## src/rtl/cpu_pkg.sv

```systemverilog
// Shared CPU front-end types and constants: XLEN, the canonical NOP,
// the buffered fetch entry and the fetch-stage FSM encoding.
package cpu_pkg;

  localparam int XLEN = 32;
  localparam logic [XLEN-1:0] INSTR_NOP = 32'h0000_0013;

  typedef struct packed {
    logic [XLEN-1:0] pc;
    logic [XLEN-1:0] instr;
  } fetch_entry_t;

  // HALT is only reachable when CPU_FETCH_MISALIGN_EN is defined.
  typedef enum logic {
    FETCH_RUN  = 1'b0,
    FETCH_HALT = 1'b1
  } fetch_state_e;

endpackage

```

## src/rtl/cpu_fetch_fifo.sv

```systemverilog
// Synchronous FIFO of fetch_entry_t with flush. Flush has priority over push/pop;
// a push into a full FIFO is accepted only when a pop happens in the same cycle.
module cpu_fetch_fifo
  import cpu_pkg::*;
#(
  parameter int DEPTH = 2
) (
  input  logic                         clk,
  input  logic                         rst_n,
  input  logic                         push,
  input  logic                         pop,
  input  logic                         flush,
  input  fetch_entry_t                 wdata,
  output fetch_entry_t                 rdata,
  output logic                         full,
  output logic                         empty,
  output logic [$clog2(DEPTH+1)-1:0]   count
);

  localparam int CNT_W = $clog2(DEPTH + 1);
  localparam int PTR_W = (DEPTH > 1) ? $clog2(DEPTH) : 1;

  fetch_entry_t      mem [DEPTH];
  logic [PTR_W-1:0]  wr_ptr;
  logic [PTR_W-1:0]  rd_ptr;
  logic              do_push;
  logic              do_pop;

  function automatic logic [PTR_W-1:0] ptr_inc(input logic [PTR_W-1:0] p);
    return (p == PTR_W'(DEPTH - 1)) ? '0 : p + PTR_W'(1);
  endfunction

  assign full    = (count == CNT_W'(DEPTH));
  assign empty   = (count == '0);
  assign rdata   = mem[rd_ptr];
  assign do_pop  = pop && !empty;
  assign do_push = push && (!full || do_pop);

  always_ff @(posedge clk) begin
    if (!rst_n || flush) begin
      wr_ptr <= '0;
      rd_ptr <= '0;
      count  <= '0;
    end else begin
      if (do_push) begin
        mem[wr_ptr] <= wdata;
        wr_ptr      <= ptr_inc(wr_ptr);
      end
      if (do_pop) begin
        rd_ptr <= ptr_inc(rd_ptr);
      end
      case ({do_push, do_pop})
        2'b10:   count <= count + CNT_W'(1);
        2'b01:   count <= count - CNT_W'(1);
        default: count <= count;
      endcase
    end
  end

endmodule

```

## src/rtl/cpu_instruction_fetch.sv

```systemverilog
// Instruction fetch stage: PC, credit-limited imem requests, in-order response buffering
// and redirect squashing. Optional feature macro: CPU_FETCH_MISALIGN_EN (misaligned-target halt).
module cpu_instruction_fetch
  import cpu_pkg::*;
#(
  parameter logic [XLEN-1:0] RESET_PC   = 32'h0000_0000,
  parameter int              FIFO_DEPTH = 2
) (
  input  logic            i_clk,
  input  logic            i_rst_n,
  output logic            o_imem_req_valid,
  input  logic            i_imem_req_ready,
  output logic [XLEN-1:0] o_imem_addr,
  input  logic            i_imem_rsp_valid,
  input  logic [XLEN-1:0] i_imem_rsp_data,
  input  logic            i_redirect_valid,
  input  logic [XLEN-1:0] i_redirect_pc,
  output logic            o_instr_valid,
  input  logic            i_instr_ready,
  output logic [XLEN-1:0] o_instruction,
  output logic [XLEN-1:0] o_pc,
  output logic            o_misaligned
);

  // Handshakes: a transfer happens on a rising clk edge where valid && ready.
  // A raised request stays stable until accepted or a redirect arrives.

  localparam int CNT_W = $clog2(FIFO_DEPTH + 1);
  localparam int PTR_W = (FIFO_DEPTH > 1) ? $clog2(FIFO_DEPTH) : 1;
  localparam logic [CNT_W:0] DEPTH_C = (CNT_W + 1)'(FIFO_DEPTH);

  fetch_state_e     state;
  fetch_state_e     state_next;
  logic [XLEN-1:0]  pc;
  logic [XLEN-1:0]  fetch_addr;
  logic [CNT_W-1:0] inflight;
  logic [CNT_W-1:0] inflight_next;
  logic [CNT_W-1:0] squash;
  logic [CNT_W-1:0] fifo_count;
  logic [XLEN-1:0]  pcq [FIFO_DEPTH];
  logic [PTR_W-1:0] pcq_wr;
  logic [PTR_W-1:0] pcq_rd;
  logic             accept;
  logic             rsp_keep;
  logic             credit_ok;
  logic             misaligned_redirect;
  logic             fifo_push;
  logic             fifo_pop;
  logic             fifo_full;
  logic             fifo_empty;
  fetch_entry_t     fifo_head;
  fetch_entry_t     fifo_wdata;

  function automatic logic [PTR_W-1:0] ptr_inc(input logic [PTR_W-1:0] p);
    return (p == PTR_W'(FIFO_DEPTH - 1)) ? '0 : p + PTR_W'(1);
  endfunction

`ifdef CPU_FETCH_MISALIGN_EN
  assign fetch_addr          = pc;
  assign misaligned_redirect = i_redirect_valid && (i_redirect_pc[1:0] != 2'b00);
  assign o_misaligned        = (state == FETCH_HALT);
`else
  assign fetch_addr          = {pc[XLEN-1:2], 2'b00};
  assign misaligned_redirect = 1'b0;
  assign o_misaligned        = 1'b0;
`endif

  // Counting buffered plus outstanding fetches guarantees a response always has a slot.
  assign credit_ok   = ((CNT_W + 1)'(inflight) + (CNT_W + 1)'(fifo_count)) < DEPTH_C;
  assign accept      = o_imem_req_valid && i_imem_req_ready;
  assign rsp_keep    = i_imem_rsp_valid && (squash == '0);
  assign fifo_push   = rsp_keep && !i_redirect_valid && !fifo_full;
  assign fifo_pop    = i_instr_ready && (state == FETCH_RUN);
  assign fifo_wdata  = '{pc: pcq[pcq_rd], instr: i_imem_rsp_data};
  assign o_imem_addr = fetch_addr;

  cpu_fetch_fifo #(
    .DEPTH (FIFO_DEPTH)
  ) u_fifo (
    .clk   (i_clk),
    .rst_n (i_rst_n),
    .push  (fifo_push),
    .pop   (fifo_pop),
    .flush (i_redirect_valid),
    .wdata (fifo_wdata),
    .rdata (fifo_head),
    .full  (fifo_full),
    .empty (fifo_empty),
    .count (fifo_count)
  );

  always_comb begin
    inflight_next = inflight;
    if (accept)           inflight_next = inflight_next + CNT_W'(1);
    if (i_imem_rsp_valid) inflight_next = inflight_next - CNT_W'(1);
  end

  always_comb begin
    state_next       = state;
    o_imem_req_valid = 1'b0;
    o_instr_valid    = !fifo_empty;
    o_instruction    = fifo_empty ? INSTR_NOP : fifo_head.instr;
    o_pc             = fifo_empty ? fetch_addr : fifo_head.pc;
    if (i_redirect_valid) begin
      state_next = misaligned_redirect ? FETCH_HALT : FETCH_RUN;
    end
    case (state)
      FETCH_RUN: begin
        o_imem_req_valid = i_rst_n && credit_ok && !i_redirect_valid;
      end
      FETCH_HALT: begin
        o_instr_valid = 1'b1;
        o_instruction = INSTR_NOP;
        o_pc          = pc;
      end
      default: ;
    endcase
  end

  always_ff @(posedge i_clk) begin
    if (!i_rst_n) begin
      state    <= FETCH_RUN;
      pc       <= RESET_PC;
      inflight <= '0;
      squash   <= '0;
      pcq_wr   <= '0;
      pcq_rd   <= '0;
    end else begin
      state    <= state_next;
      inflight <= inflight_next;
      if (i_redirect_valid) begin
        // Everything still outstanding after this edge belongs to the old path.
        pc     <= i_redirect_pc;
        squash <= inflight_next;
        pcq_wr <= '0;
        pcq_rd <= '0;
      end else begin
        if (accept) begin
          pc          <= pc + 32'd4;
          pcq[pcq_wr] <= fetch_addr;
          pcq_wr      <= ptr_inc(pcq_wr);
        end
        if (i_imem_rsp_valid && (squash != '0)) begin
          squash <= squash - CNT_W'(1);
        end
        if (rsp_keep) begin
          pcq_rd <= ptr_inc(pcq_rd);
        end
      end
    end
  end

endmodule

```

## config.mk

```make
export PLATFORM = sky130hd
export DESIGN_NAME = cpu_instruction_fetch
export DESIGN_NICKNAME = d
export VERILOG_FILES = /design/src/rtl/cpu_pkg.sv /design/src/rtl/cpu_fetch_fifo.sv /design/src/rtl/cpu_instruction_fetch.sv
export SDC_FILE = /design/constraint.sdc
export NUM_CORES = 1
export LEC_CHECK = 0
export ABC_AREA = 0
export BUFFER_PORTS_ARGS = -buffer_cell sky130_fd_sc_hd__buf_2
export CORE_AREA = 2 2 116 146
export DETAILED_ROUTE_END_ITERATION = 12
export DIE_AREA = 0 0 118 148
export GPL_TIMING_DRIVEN = 0
export PLACE_DENSITY = 0.83
export SKIP_CTS_REPAIR_TIMING = 1
export SLEW_MARGIN = 15
export SYNTH_ARGS = -nofsm -noshare
export SYNTH_HDL_FRONTEND = slang
export SYNTH_SLANG_ARGS = --single-unit
```

## constraint.sdc

```tcl
create_clock -name i_clk -period 8.1 [get_ports i_clk]
set_input_delay 0.81 -clock i_clk [delete_from_list [all_inputs] [get_ports i_clk]]
set_output_delay 0.81 -clock i_clk [all_outputs]
set_load 0.02 [all_outputs]
```

# Yosys cells after proc, flatten, opt, wreduce, memory -nomap -nowiden
# Memory sizes are Yosys's and may differ from the RTL's. A register that Yosys moved wholly into a read port is not among the register bits.
# Index checks and enable logic that the tools add are counted.
[word_totals]
memories = 2
ram_bits = 188
register_bits = 42
in_bits = 70
output_inout_bits = 99
[op_classes]
magnitude_cmp = 1
n_bitwise = 1
n_reduce_logical = 22
eq_ne = 3
muxes = 24
add_sub_neg = 11
[memory_table]
columns = ["name", "depth", "width", "rd", "rd_clocked_by_memory_dff", "write_ports", "line", "source"]
rows = [
  ["u_fifo.mem", 2, 64, 1, 1, 1, "cpu_fetch_fifo.sv:23", "fetch_entry_t mem [DEPTH];"],
  ["pcq", 2, 30, 1, 1, 1, "cpu_instruction_fetch.sv:40", "logic [XLEN-1:0] pcq [FIFO_DEPTH];"],
]
[op_table]
columns = ["op", "count"]
rows = [
  ["32-bit two-way mux", 4],
  ["32-bit by 3-bit adder with 32-bit output, second input constant", 1],
  ["1-bit two-way mux", 15],
  ["1-bit logical AND", 9],
  ["2-bit two-way mux", 4],
  ["2-bit nonzero test", 4],
  ["2-bit by 1-bit subtractor with 2-bit output, second input constant", 3],
  ["1-bit adder, second input constant", 4],
  ["2-bit by 1-bit adder with 2-bit output, second input constant", 2],
  ["2-bit == test, second input constant", 2],
  ["1-bit zero test", 4],
  ["2-bit zero test", 2],
  ["2-bit case mux with 2 select lines", 1],
  ["2-bit by 2-bit adder with 3-bit output", 1],
  ["3-bit by 2-bit less-than comparator with 1-bit output, second input constant", 1],
  ["2-bit by 1-bit == test with 1-bit output, second input constant", 1],
  ["1-bit logical OR", 2],
  ["2-bit OR reduction", 1],
  ["1-bit NOT", 1],
]

# Depth between registers and ports, before layout
# Gate-level depths: netlist (run 1).
[logic_depth]
ltp_word = 9
mapped_depth = 9
depth_no_buf = 9

# Modules after synthesis
# Synthesis (run 1) repeated with hierarchy kept, for this count alone.
[hier_totals]
hier_cells = 677
area_unflattened_um2 = 10138.5
[modules_own_cells]
columns = ["mod", "seq_area_each_um2", "area_per_inst_um2", "cells_each", "n_inst"]
rows = [
  ["cpu_fetch_fifo", 3943.8, 5181.2, 230, 1],
  ["cpu_instruction_fetch", 2542.4, 4957.3, 447, 1],
]

# Worst setup path after synthesis (run 1)
# Ideal clock, no wire load.
[synth_timing]
path_kind = "input to register"
start = "input i_redirect_valid"
end = "memory u_fifo.mem[0][0] (netlist bit), enable pin"
n_path_buf = 2
required_time_ns = 7.618
setup_ns = 0.482
stages = 5
setup_slack_ns = 3.660
arrival_time_ns = 3.958
cell_sequence = "clkbuf_1 nor2b_1 clkbuf_1 nand2_1 nor2_1"
[synth_via]
elab_chain_cells = 7
elab_cells_between_ends = 8
classes_between = "3 x mux; 5 x reduce/logical"
[synth_rtl]
columns = ["item", "line", "source"]
rows = [
  ["start, declared", "cpu_instruction_fetch.sv:16", "input logic i_redirect_valid,"],
  ["1-bit zero test", "cpu_instruction_fetch.sv:72", "assign fifo_push = rsp_keep && !i_redirect_valid && !fifo_full;"],
  ["1-bit logical AND (2 in series)", "cpu_instruction_fetch.sv:72", ""],
  ["1-bit logical AND", "cpu_fetch_fifo.sv:37", "assign do_push = push && (!full || do_pop);"],
  ["1-bit two-way mux", "cpu_fetch_fifo.sv:45", "if (do_push) begin"],
  ["1-bit two-way mux *", "cpu_fetch_fifo.sv:40", "if (!rst_n || flush) begin"],
  ["1-bit two-way mux (not written as such) *", "cpu_fetch_fifo.sv:46", "mem[wr_ptr] <= wdata;"],
  ["end, declared", "cpu_fetch_fifo.sv:23", ""],
]
# Mark *: on every way between the ends. The rest lies on a longest branch, timed or not.

==> results of run 1 <==
==> through the flow <==
step | setup slack, ns | util, % | cell area, sq um | total power, uW
floorplan | 3.66 | - | 9450 | 1490
detailed placement | 4.93 | 66.1 | 10600 | 1590
global route | 4.52 | 71.2 | 11400 | 2750
finish | 4.72 | 71.2 | 11400 | 2660
CTS | 4.69 | 71.1 | 11400 | 2680
global placement | 2.00 | 65.5 | 10500 | 1570
==> sequential cells by signal, indices dropped and copies added, names as in the netlist, named ones only <==
name	count
u_fifo.rd_ptr	1
pcq_wr	1
u_fifo.wr_ptr	1
pcq	60
squash	2
u_fifo.mem	124
pc	30
inflight	2
pcq_rd	1
u_fifo.count	2
==> worst max path at each step <==
| stage | slack (ns) | cells past startpoint | to | startpoint |
|---|---|---|---|---|
| final | 4.72 | 5 | o_pc[5] | register |
| after global routing | 4.52 | 5 | o_instruction[22] | u_fifo.count[0] |
| after CTS | 4.69 | 5 | o_instruction[22] | u_fifo.count[0] |
| after detailed placement | 4.93 | 5 | pcq[1][19] | u_fifo.count[0] |
| after global placement | 2.00 | 5 | u_fifo.mem[0][14] | i_redirect_valid |
| after floorplan | 3.66 | 5 | u_fifo.mem[0][0] | i_redirect_valid |
==> cells in the mapped netlist (all sizes together), types with 12 or more instances <==
cell	instances
mux2	31
nand2	60
dfxtp	42
nand3	15
a21oi	16
clkbuf	29
buf	13
mux2i	63
edfxtp	184
xnor2	12
o21ai	57
nor2	55
==> layer usage <==
layer,up-vias,wire [microns],track usage [%]
met4,0,587,9.22
met3,44,1480,3.74
met5,-,0,0
met1,3117,8630,32.2
li1,3025,-,-
met2,298,11100,43.7
==> placed cells by master (no fill, tap or decap), types with 5 or more instances in the layout <==
cell type / instances
a211oi_1: 7
a21oi_1: 16
a31oi_1: 7
buf_1: 5
buf_2: 161
buf_4: 5
clkbuf_1: 29
clkbuf_16: 23
conb_1: 5
dfxtp_1: 42
edfxtp_1: 184
inv_1: 9
mux2_2: 31
mux2i_1: 63
nand2_1: 60
nand3_1: 14
nand4_1: 9
nor2_1: 53
nor4_1: 10
o211ai_1: 5
o21ai_0: 57
or3_1: 8
or4_1: 7
xnor2_1: 12
xor2_1: 7
==> power breakdown <==
| group | leakage (uW) | switching [uW] | total [uW] | internal [uW] |
|---|---|---|---|---|
| clock network | 0.000386 | 424 | 1100 | 676 |
| registers | 0.00202 | 40.1 | 1330 | 1290 |
| logic | 0.00167 | 145 | 230 | 84.4 |
| total | 0.00408 | 610 | 2660 | 2050 |
==> worst max-delay path, delay by kind of cell (launching register included) <==
kind	cells	cell delay, ns
flip-flops	1	0.31
buffers and inverters	3	1.27
AO/OA/AOI/OAI	1	0.31
multiplexers	1	0.18
==> kinds of logic after synthesis <==
logic type / Yosys count
other: 1
xor gates and xnor gates: 19
muxes: 94
DFF: 226
adders and majority gates: 4
AOI/OAI and AO/OA: 103
buffers and inverters: 52
and+or+nand+nor: 202
==> area by class of cell <==
class	instances	share of cell area, %
Antenna cell	1	0.0219
Buffer	42	1.69
Clock buffer	26	5.39
Clock inverter	14	1.64
Inverter	10	0.328
Multi-Input combinational cell	427	25.1
Sequential cell	226	55.7
Tap cell	216	2.36
Timing Repair Buffer	164	7.77
==> impl_metrics.toml, run 1 <==
[power_and_ir_drop]
p_leak_uw = 0.00408
ir_worst_vdd_mv = 0.305
p_per_area_mw_per_mm2 = 233

[outcome]
status = "completed"

[cts]
numCtsBuffers = 22
clk_path_buf_depth = 3
path_clk_slew_ns = 0.06
cts_root_buf = "clkbuf_16"
h-tree-depth = 1
cts_tree = "yes"
clock-sinks = 226
worst_skew_pair.late_latency_ns = 0.50

[cells_and_area]
drive_gt1_share_pct = 28.1
fill_cells = 1109
multi_input_area_sq_mm = 0.00287
final_cells = 1126
fin_nets = 967
register_area_sq_mm = 0.00637
area_delta_synth_final_pct = 21.2

[hold_path]
whs_path_depth = 0
hp-class = "register to register"
holdPathEnd = "pcq[1][3]"
hp-start = "pc[5]"

[timing]
slew_violations = 0
finalClockSkew_ns = 0.0182
fmax_ghz = 0.296
hold_viol_final = 0
relSlewSlack_pct = 46.8
fin_crit_ns = 3.38
rsz0062_at_grt = "no"
setup_viol = 0
worst_hold_slack_ns = 0.488
worstMarginPinSlew_ns = 0.799
tns_ns = 0
fin_crit_sh_pct = 41.7

[global_routing]
grt_pass1_wl_mm = 34.5
antenna_found_initial = 1
track_usage_pct = 25.1
grt_pass1_vias = 6489
grt_overflow = 0
grt_max_degree = 40

[yosys]
ys_types = 53
postSynthAreaPerCell_sq_um = 13.5
synthCells = 701
synth_edf_count = 184
synth_flop_cell = "edfxtp_1"
synth.mux.area_fraction_pct = 10.4
seq_area_frac_synth_pct = 67.5
synth_top_family_by_area = "simple AND/OR/NAND/NOR gates"
yosysTopAreaCellShare_pct = 58.6
yosysTopAreaCell = "edfxtp_1"
ys_top_cells_by_area = "edfxtp_1, dfxtp_1, mux2i_1"
yosys_warnings = 0
synth_compound_area_share_pct = 6.26
synth_fa_ha_area_share_pct = 0.610
synth_seq_cells = 226
synthArstFlopShare_pct = 0
post_synth_and_or_nand_nor_area_fraction_pct = 11.0
synth_area_sq_mm = 0.00943
synthXorXnorAreaFrac_pct = 1.76

[setup_path]
cp.arrival_ns = 2.57
required_ns = 7.29
endpoint_kind = "output port"
path_class = "register to output port"
max_stage_delay_ns = 0.66
crit_path_top_delay_cell = "buf_1"
r2r-start = "u_fifo.count[0]"
ff2ff_path_depth = 5
r2r_slack_ns = 4.86
reg2reg_to = "pcq[1][21]"
crit_path_max_fanout = 10
worst_setup_path_start_kind = "register"
crit_chain = "clkbuf_1, buf_1, mux2i_1, o21ai_0, buf_2"

[routing]
final_antenna_net_count = 0
drtPass1Iterations = 5
first_iter_violations = 497
drc_errors = 0
vias = 6484
wl_mm = 21.8
vias_per_cell = 5.76
routedWlPerCell_microns = 19.3

[floorplan]
io_pins = 169
design.core.area_sq_mm = 0.0161
die_x_microns = 118
die_h_microns = 148
rows = 52
floorplan.initialDensity_pct = 58.7
dieArea_sq_mm = 0.0175

[placed_design]
dp_hpwl_mm = 15.1
dp.cells = 1085
gp_congestion = 0.913
portBuffers = 160

[flow_run]
maxCapViolations = 0
Power figures use the tool's default switching activity.
==> run 2, diff against run 1 <==
ABC_AREA = 1   (was 0)
CORE_AREA = 2 2 127 160   (was 2 2 116 146)
DIE_AREA = 0 0 129 162   (was 0 0 118 148)
PLACE_DENSITY = 0.75   (was 0.83)
clock period = 2.8 ns   (was 8.1 ns; I/O delays follow)
==> run 2 against run 1 <==
Net effect: sequential power grew to 2.9 times the previous value; clock power grew to 2.7 times the previous value; worst hold slack got worse by 0.44 ns; count of clock-buffer cells in the layout rose by 7; cell count grew 27%; die area rose by 20%; synthesized area increased by 3.0%; first-iteration DRC count is 20% lower; largest power group unchanged; highest routed layer unchanged.
==> impl_metrics.toml, run 2 <==
[cells_and_area]
regMostFlops = "u_fifo.mem"
area_delta_synth_final_pct = 25.1
multi_input_area_sq_mm = 0.00293
register_area_sq_mm = 0.00637
antenna_cells = 0
final_cells = 1428
fill_cells = 1542
top_regs = "u_fifo.mem x124, pcq x60, pc x30"
fin_nets = 1221
largest_register_ffs = 124
layout_commonest_cell = "nand2_1"
drive_gt1_share_pct = 23.4
final_cell_mix = "nand2_1, edfxtp_1, buf_2"

[floorplan]
die_x_microns = 129
io_pins = 169
dieArea_sq_mm = 0.0209
die_h_microns = 162
rows = 57
design.core.area_sq_mm = 0.0193
floorplan.initialDensity_pct = 50.3

[routing]
vias = 7510
routedWlPerCell_microns = 17.9
drc_errors = 0
vias_per_cell = 5.26
final_antenna_net_count = 0
wl_mm = 25.6
first_iter_violations = 397
drtPass1Iterations = 5

[yosys]
synth_seq_cells = 226
ys_top_cells_by_count = "nand2_1, edfxtp_1, a21oi_1, inv_1, nor2_1"
synth_edf_count = 184
synth.most_common_cell = "nand2_1"
synth_area_sq_mm = 0.00971
synthArstFlopShare_pct = 0
synthCells = 919
synth_flop_cell = "edfxtp_1"
postSynthAreaPerCell_sq_um = 10.6
yosysTopAreaCellShare_pct = 56.9
yosysTopAreaCell = "edfxtp_1"
ys_types = 38
seq_area_frac_synth_pct = 65.5
ys_top_cells_by_area = "edfxtp_1, nand2_1, dfxtp_1"
yosys_warnings = 0

[timing]
fin_crit_ns = 2.60
rsz0062_at_grt = "no"
worstMarginPinSlew_ns = 0.751
slew_violations = 0
tns_ns = 0
fmax_ghz = 0.384
finalClockSkew_ns = 0.0219
worst_hold_slack_ns = 0.0436
setup_viol = 0
relSlewSlack_pct = 49.8
hold_viol_final = 0
fin_crit_sh_pct = 93.0

[global_routing]
grt_pass1_wl_mm = 37.8
grt_pass1_vias = 7318
grt-busiest-layer = "met2"
met3_usage_pct = 3.75
grt_max_degree = 19
grt_use_met2_pct = 43.3
track_usage_pct = 23.5
grt.met1_usage_pct = 27.2
grt_overflow = 0
antenna_found_initial = 0

[cts]
path_clk_slew_ns = 0.06
cts_tree = "yes"
clock-sinks = 226
cts_root_buf = "clkbuf_16"
h-tree-depth = 1
numCtsBuffers = 22
worst_skew_pair.late_latency_ns = 0.51
clk_path_buf_depth = 3

[power_and_ir_drop]
p_clk_share_pct = 39.1
switching_share_pct = 23.6
p_per_area_mw_per_mm2 = 620
ir_worst_vdd_mv = 0.579
p_leak_uw = 0.00487
switchingPower_uw = 1780
internal-power_uw = 5750
power_frac_seq_pct = 50.6
comb_power_share_pct = 10.3

[outcome]
status = "completed"

[setup_path]
required_ns = 3.01
worst_setup_path_start_kind = "register"
endpoint_kind = "register"
cp.arrival_ns = 2.81
path_class = "register to register"
crit_path_max_fanout = 17

[placed_design]
gp_congestion = 0.960
dp_hpwl_mm = 18.2
dp.cells = 1357
portBuffers = 160

[flow_run]
maxCapViolations = 0

[hold_path]
hp-class = "input pin to register"
==> run 2: per-stage QoR <==
stage	setup WS [ns]	utilization, %	instance area, sq um	power, uW
global route	0.0205	62.9	12200	7770
floorplan	-0.323	-	9750	4310
CTS	-0.142	61.2	11800	7530
finish	0.197	62.9	12200	7530
global placement	-1.32	56.3	10900	4570
detailed placement	0.179	57.4	11100	4610
==> run 2: kinds of logic (layout without fill, tap and decap cells) <==
| logic type | count (synthesis) | after routing | synth area share, % |
|---|---|---|---|
| compound gates | 167 | 167 | 9.42 |
| xor+xnor | 4 | 4 | 0.361 |
| fa+ha+maj | 4 | 4 | 0.593 |
| buf+inv | 114 | 354 | 4.83 |
| flops | 226 | 226 | 65.5 |
| mux | 30 | 30 | 3.48 |
| other cells | 1 | 5 | 0.0386 |
| simple gates | 373 | 373 | 15.8 |
==> run 2: power groups by stage <==
stage	Sequential (uW)	Clock (uW)	Combinational, uW
finish	3810	2940	774
global route	3820	3100	843
CTS	3810	2990	738
detailed placement	3880	0	732
global placement	3880	0	695
floorplan	3890	0	418
==> run 2: worst paths after layout <==
kind / slack (ns) / endpoint / depth (start not counted) / startpoint
max: 0.20 / pcq[0][8] / 8 / u_fifo.count[0]
min: 0.04 / pc[8] / 3 / i_redirect_pc[8]
max reg2reg: 0.20 / pcq[0][8] / 8 / u_fifo.count[0]
min reg2reg: 0.47 / register / 1 / u_fifo.rd_ptr
==> run 2: area by class of cell <==
| type | instances | share of cell area [%] |
|---|---|---|
| Sequential cell | 226 | 52.4 |
| Multi-Input combinational cell | 583 | 24.1 |
| Timing Repair Buffer | 201 | 10.9 |
| Clock buffer | 33 | 5.46 |
| Tap cell | 265 | 2.73 |
| Inverter | 72 | 2.22 |
| Buffer | 41 | 1.65 |
| Clock inverter | 7 | 0.556 |
==> run 2: critical path, stage by stage (launching register included) <==
cell	delay, ns
dfxtp_1	0.42
nand2_1	0.07
inv_1	0.07
fa_1	0.45
nor2_2	0.20
nand3_4	0.18
buf_6	0.21
nor2_4	0.45
buf_16	0.23
==> run 2: metal layers <==
| metal | vias to the layer above | part of all wire [%] |
|---|---|---|
| met5 | - | 0 |
| met4 | 0 | 3.4 |
| met3 | 51 | 6.7 |
| met2 | 299 | 52 |
| met1 | 3553 | 38 |
| li1 | 3607 | - |
==> run 3, diff against run 2 <==
ABC_AREA = unset   (was 1)
CORE_AREA = 2 2 126 159   (was 2 2 127 160)
DIE_AREA = 0 0 128 161   (was 0 0 129 162)
==> run 3 against run 2 <==
Net effect: sequential cell count is the same; largest cell class unchanged; utilization shrank 1.3 points; maximum frequency shrank 2.1%; sequential share of layout area grew 1.7 points; cell area shrank 3.2%; clock skew shrank 0.013 ns.
==> impl_metrics.toml, run 3 (synthesized netlist as in run 1, its figures left out) <==
[cells_and_area]
largest_register_ffs = 124
top_regs = "u_fifo.mem x124, pcq x60, pc x30"
layout_commonest_cell = "edfxtp_1"
final_cell_mix = "edfxtp_1, buf_2, mux2i_1"
antenna_cells = 0
regMostFlops = "u_fifo.mem"
final_cells = 1178
drive_gt1_share_pct = 27.4
fin_nets = 1000
area_delta_synth_final_pct = 24.7

[timing]
setup_viol = 0
worstMarginPinSlew_ns = 0.741
fmax_ghz = 0.376
fin_crit_sh_pct = 94.9
hold_viol_final = 0
tns_ns = 0
relSlewSlack_pct = 50.5
finalClockSkew_ns = 0.00855
fin_crit_ns = 2.66
slew_violations = 0

[routing]
drtPass1Iterations = 5
vias_per_cell = 5.58
drc_errors = 0
first_iter_violations = 528
final_antenna_net_count = 0
routedWlPerCell_microns = 19.1
wl_mm = 22.5
vias = 6568

[power_and_ir_drop]
p_leak_uw = 0.00422
comb_power_share_pct = 9.4
internal-power_uw = 5840
p_clk_share_pct = 39.7
ir_worst_vdd_mv = 0.389
switchingPower_uw = 1730
switching_share_pct = 22.8
power_frac_seq_pct = 50.9
p_per_area_mw_per_mm2 = 644

[global_routing]
antenna_found_initial = 0
track_usage_pct = 20.9
grt_overflow = 0
grt_max_degree = 42
grt_pass1_vias = 6215
grt_pass1_wl_mm = 33.4

[setup_path]
required_ns = 3.18
cp_num_buf_inv = 1
endpoint = "pc[23]"
crit_path_top_delay_cell = "or4_1"
r2r_slack_ns = 0.14
cp.depth = 7
reg2reg_to = "pc[23]"
path_class = "register to register"
ff2ff_path_depth = 7
crit_path_max_fanout = 6
worst_setup_path_start_kind = "register"
critical-path-top-delay-family = "simple AND/OR/NAND/NOR gates"
endpoint_kind = "register"
cp.arrival_ns = 3.03
r2r-start = "inflight[0]"
max_stage_delay_ns = 0.57
crit_chain = "and2_1, fa_2, or3b_1, clkbuf_1, or4_1, nor4b_1, nor3b_1"
startpoint = "inflight[0]"

[floorplan]
floorplan.initialDensity_pct = 49.4
die_x_microns = 128
die_h_microns = 161
dieArea_sq_mm = 0.0206
rows = 57
design.core.area_sq_mm = 0.0191
io_pins = 169

[hold_path]
whs_path_depth = 3
hp-class = "input pin to register"

[placed_design]
gp_congestion = 0.855
dp_hpwl_mm = 15.1
portBuffers = 160
dp.cells = 1105

[flow_run]
maxCapViolations = 0

[cts]
clk_path_buf_depth = 3
clock-sinks = 226
worst_skew_pair.late_latency_ns = 0.50
cts_tree = "yes"
path_clk_slew_ns = 0.06
cts_root_buf = "clkbuf_16"
numCtsBuffers = 22
h-tree-depth = 1

[outcome]
status = "completed"
## run 3: changes by cell type in the layout (fill, tap and decap cells not counted), moves of 8 or more
cell and change:
nand2_1 -195, a21oi_1 -81, mux2i_1 +63, inv_1 -58
o21ai_0 +32, a22oi_1 -27, nand3_1 -19, o21ai_1 -11
xnor2_1 +11, clkbuf_1 +10, nor4_1 +10, nor2_1 -9
or3_1 +8
## run 3: worst min-delay path by stage
| stage | slack, ns | start | end |
|---|---|---|---|
| after CTS | -0.05 | i_imem_rsp_data[15] | u_fifo.mem[0][15] |
| after detailed placement | 0.47 | i_imem_rsp_data[15] | u_fifo.mem[0][15] |
| after global placement | 0.45 | pc[5] | pcq[1][3] |
| after floorplan | 0.38 | i_imem_rsp_data[0] | u_fifo.mem[0][0] |
| after global routing | 0.03 | i_redirect_pc[2] | pc[2] |
| final | 0.008 | i_redirect_pc[2] | pc[2] |
## run 3: final cells by class
class | count | area (sq um)
inverters | 10 | 37.5
plain buffers | 42 | 201
well taps | 236 | 295
flip-flops and latches | 226 | 6370
repair buffers | 196 | 1220
fillers | 1500 | 7350
multi-input cells | 428 | 2900
clock buffers | 35 | 671
clock inverters | 5 | 76.3
## run 3: power by group through the flow
stage	Clock (uW)	Combinational (uW)	Sequential [uW]
3_5_place_dp	0	663	3920
3_3_place_gp	0	636	3920
6_report	3010	709	3860
5_1_grt	3190	772	3870
2_1_floorplan	0	378	3920
4_1_cts	3060	667	3850
## run 3: tightest hold or removal path: stages
cell,delay (ns)
buf_2,0.07
mux2i_1,0.05
nor2_1,0.07
## run 3: stage by stage
step | hold WS (ns) | setup WS [ns] | utilization (%) | total power (uW) | cell area, sq um
2_1_floorplan | 0.379 | 0.000194 | - | 4300 | 9460
3_3_place_gp | 0.449 | -0.982 | 55.2 | 4560 | 10600
3_5_place_dp | 0.471 | -0.381 | 55.8 | 4590 | 10700
4_1_cts | -0.0460 | -0.397 | 59.7 | 7580 | 11400
5_1_grt | 0.0292 | -0.0178 | 61.6 | 7830 | 11800
6_report | 0.00832 | 0.142 | 61.6 | 7570 | 11800
## run 3: routing by layer
layer / global-route usage, % / share of wire, % / wire [microns] / vias up
li1: - / - / - / 3076
met1: 27.3 / 41 / 9280 / 3158
met2: 35.1 / 49 / 11100 / 288
met3: 3.54 / 6.7 / 1520 / 46
met4: 8.09 / 2.8 / 625 / 0
met5: 0 / 0 / 0 / -
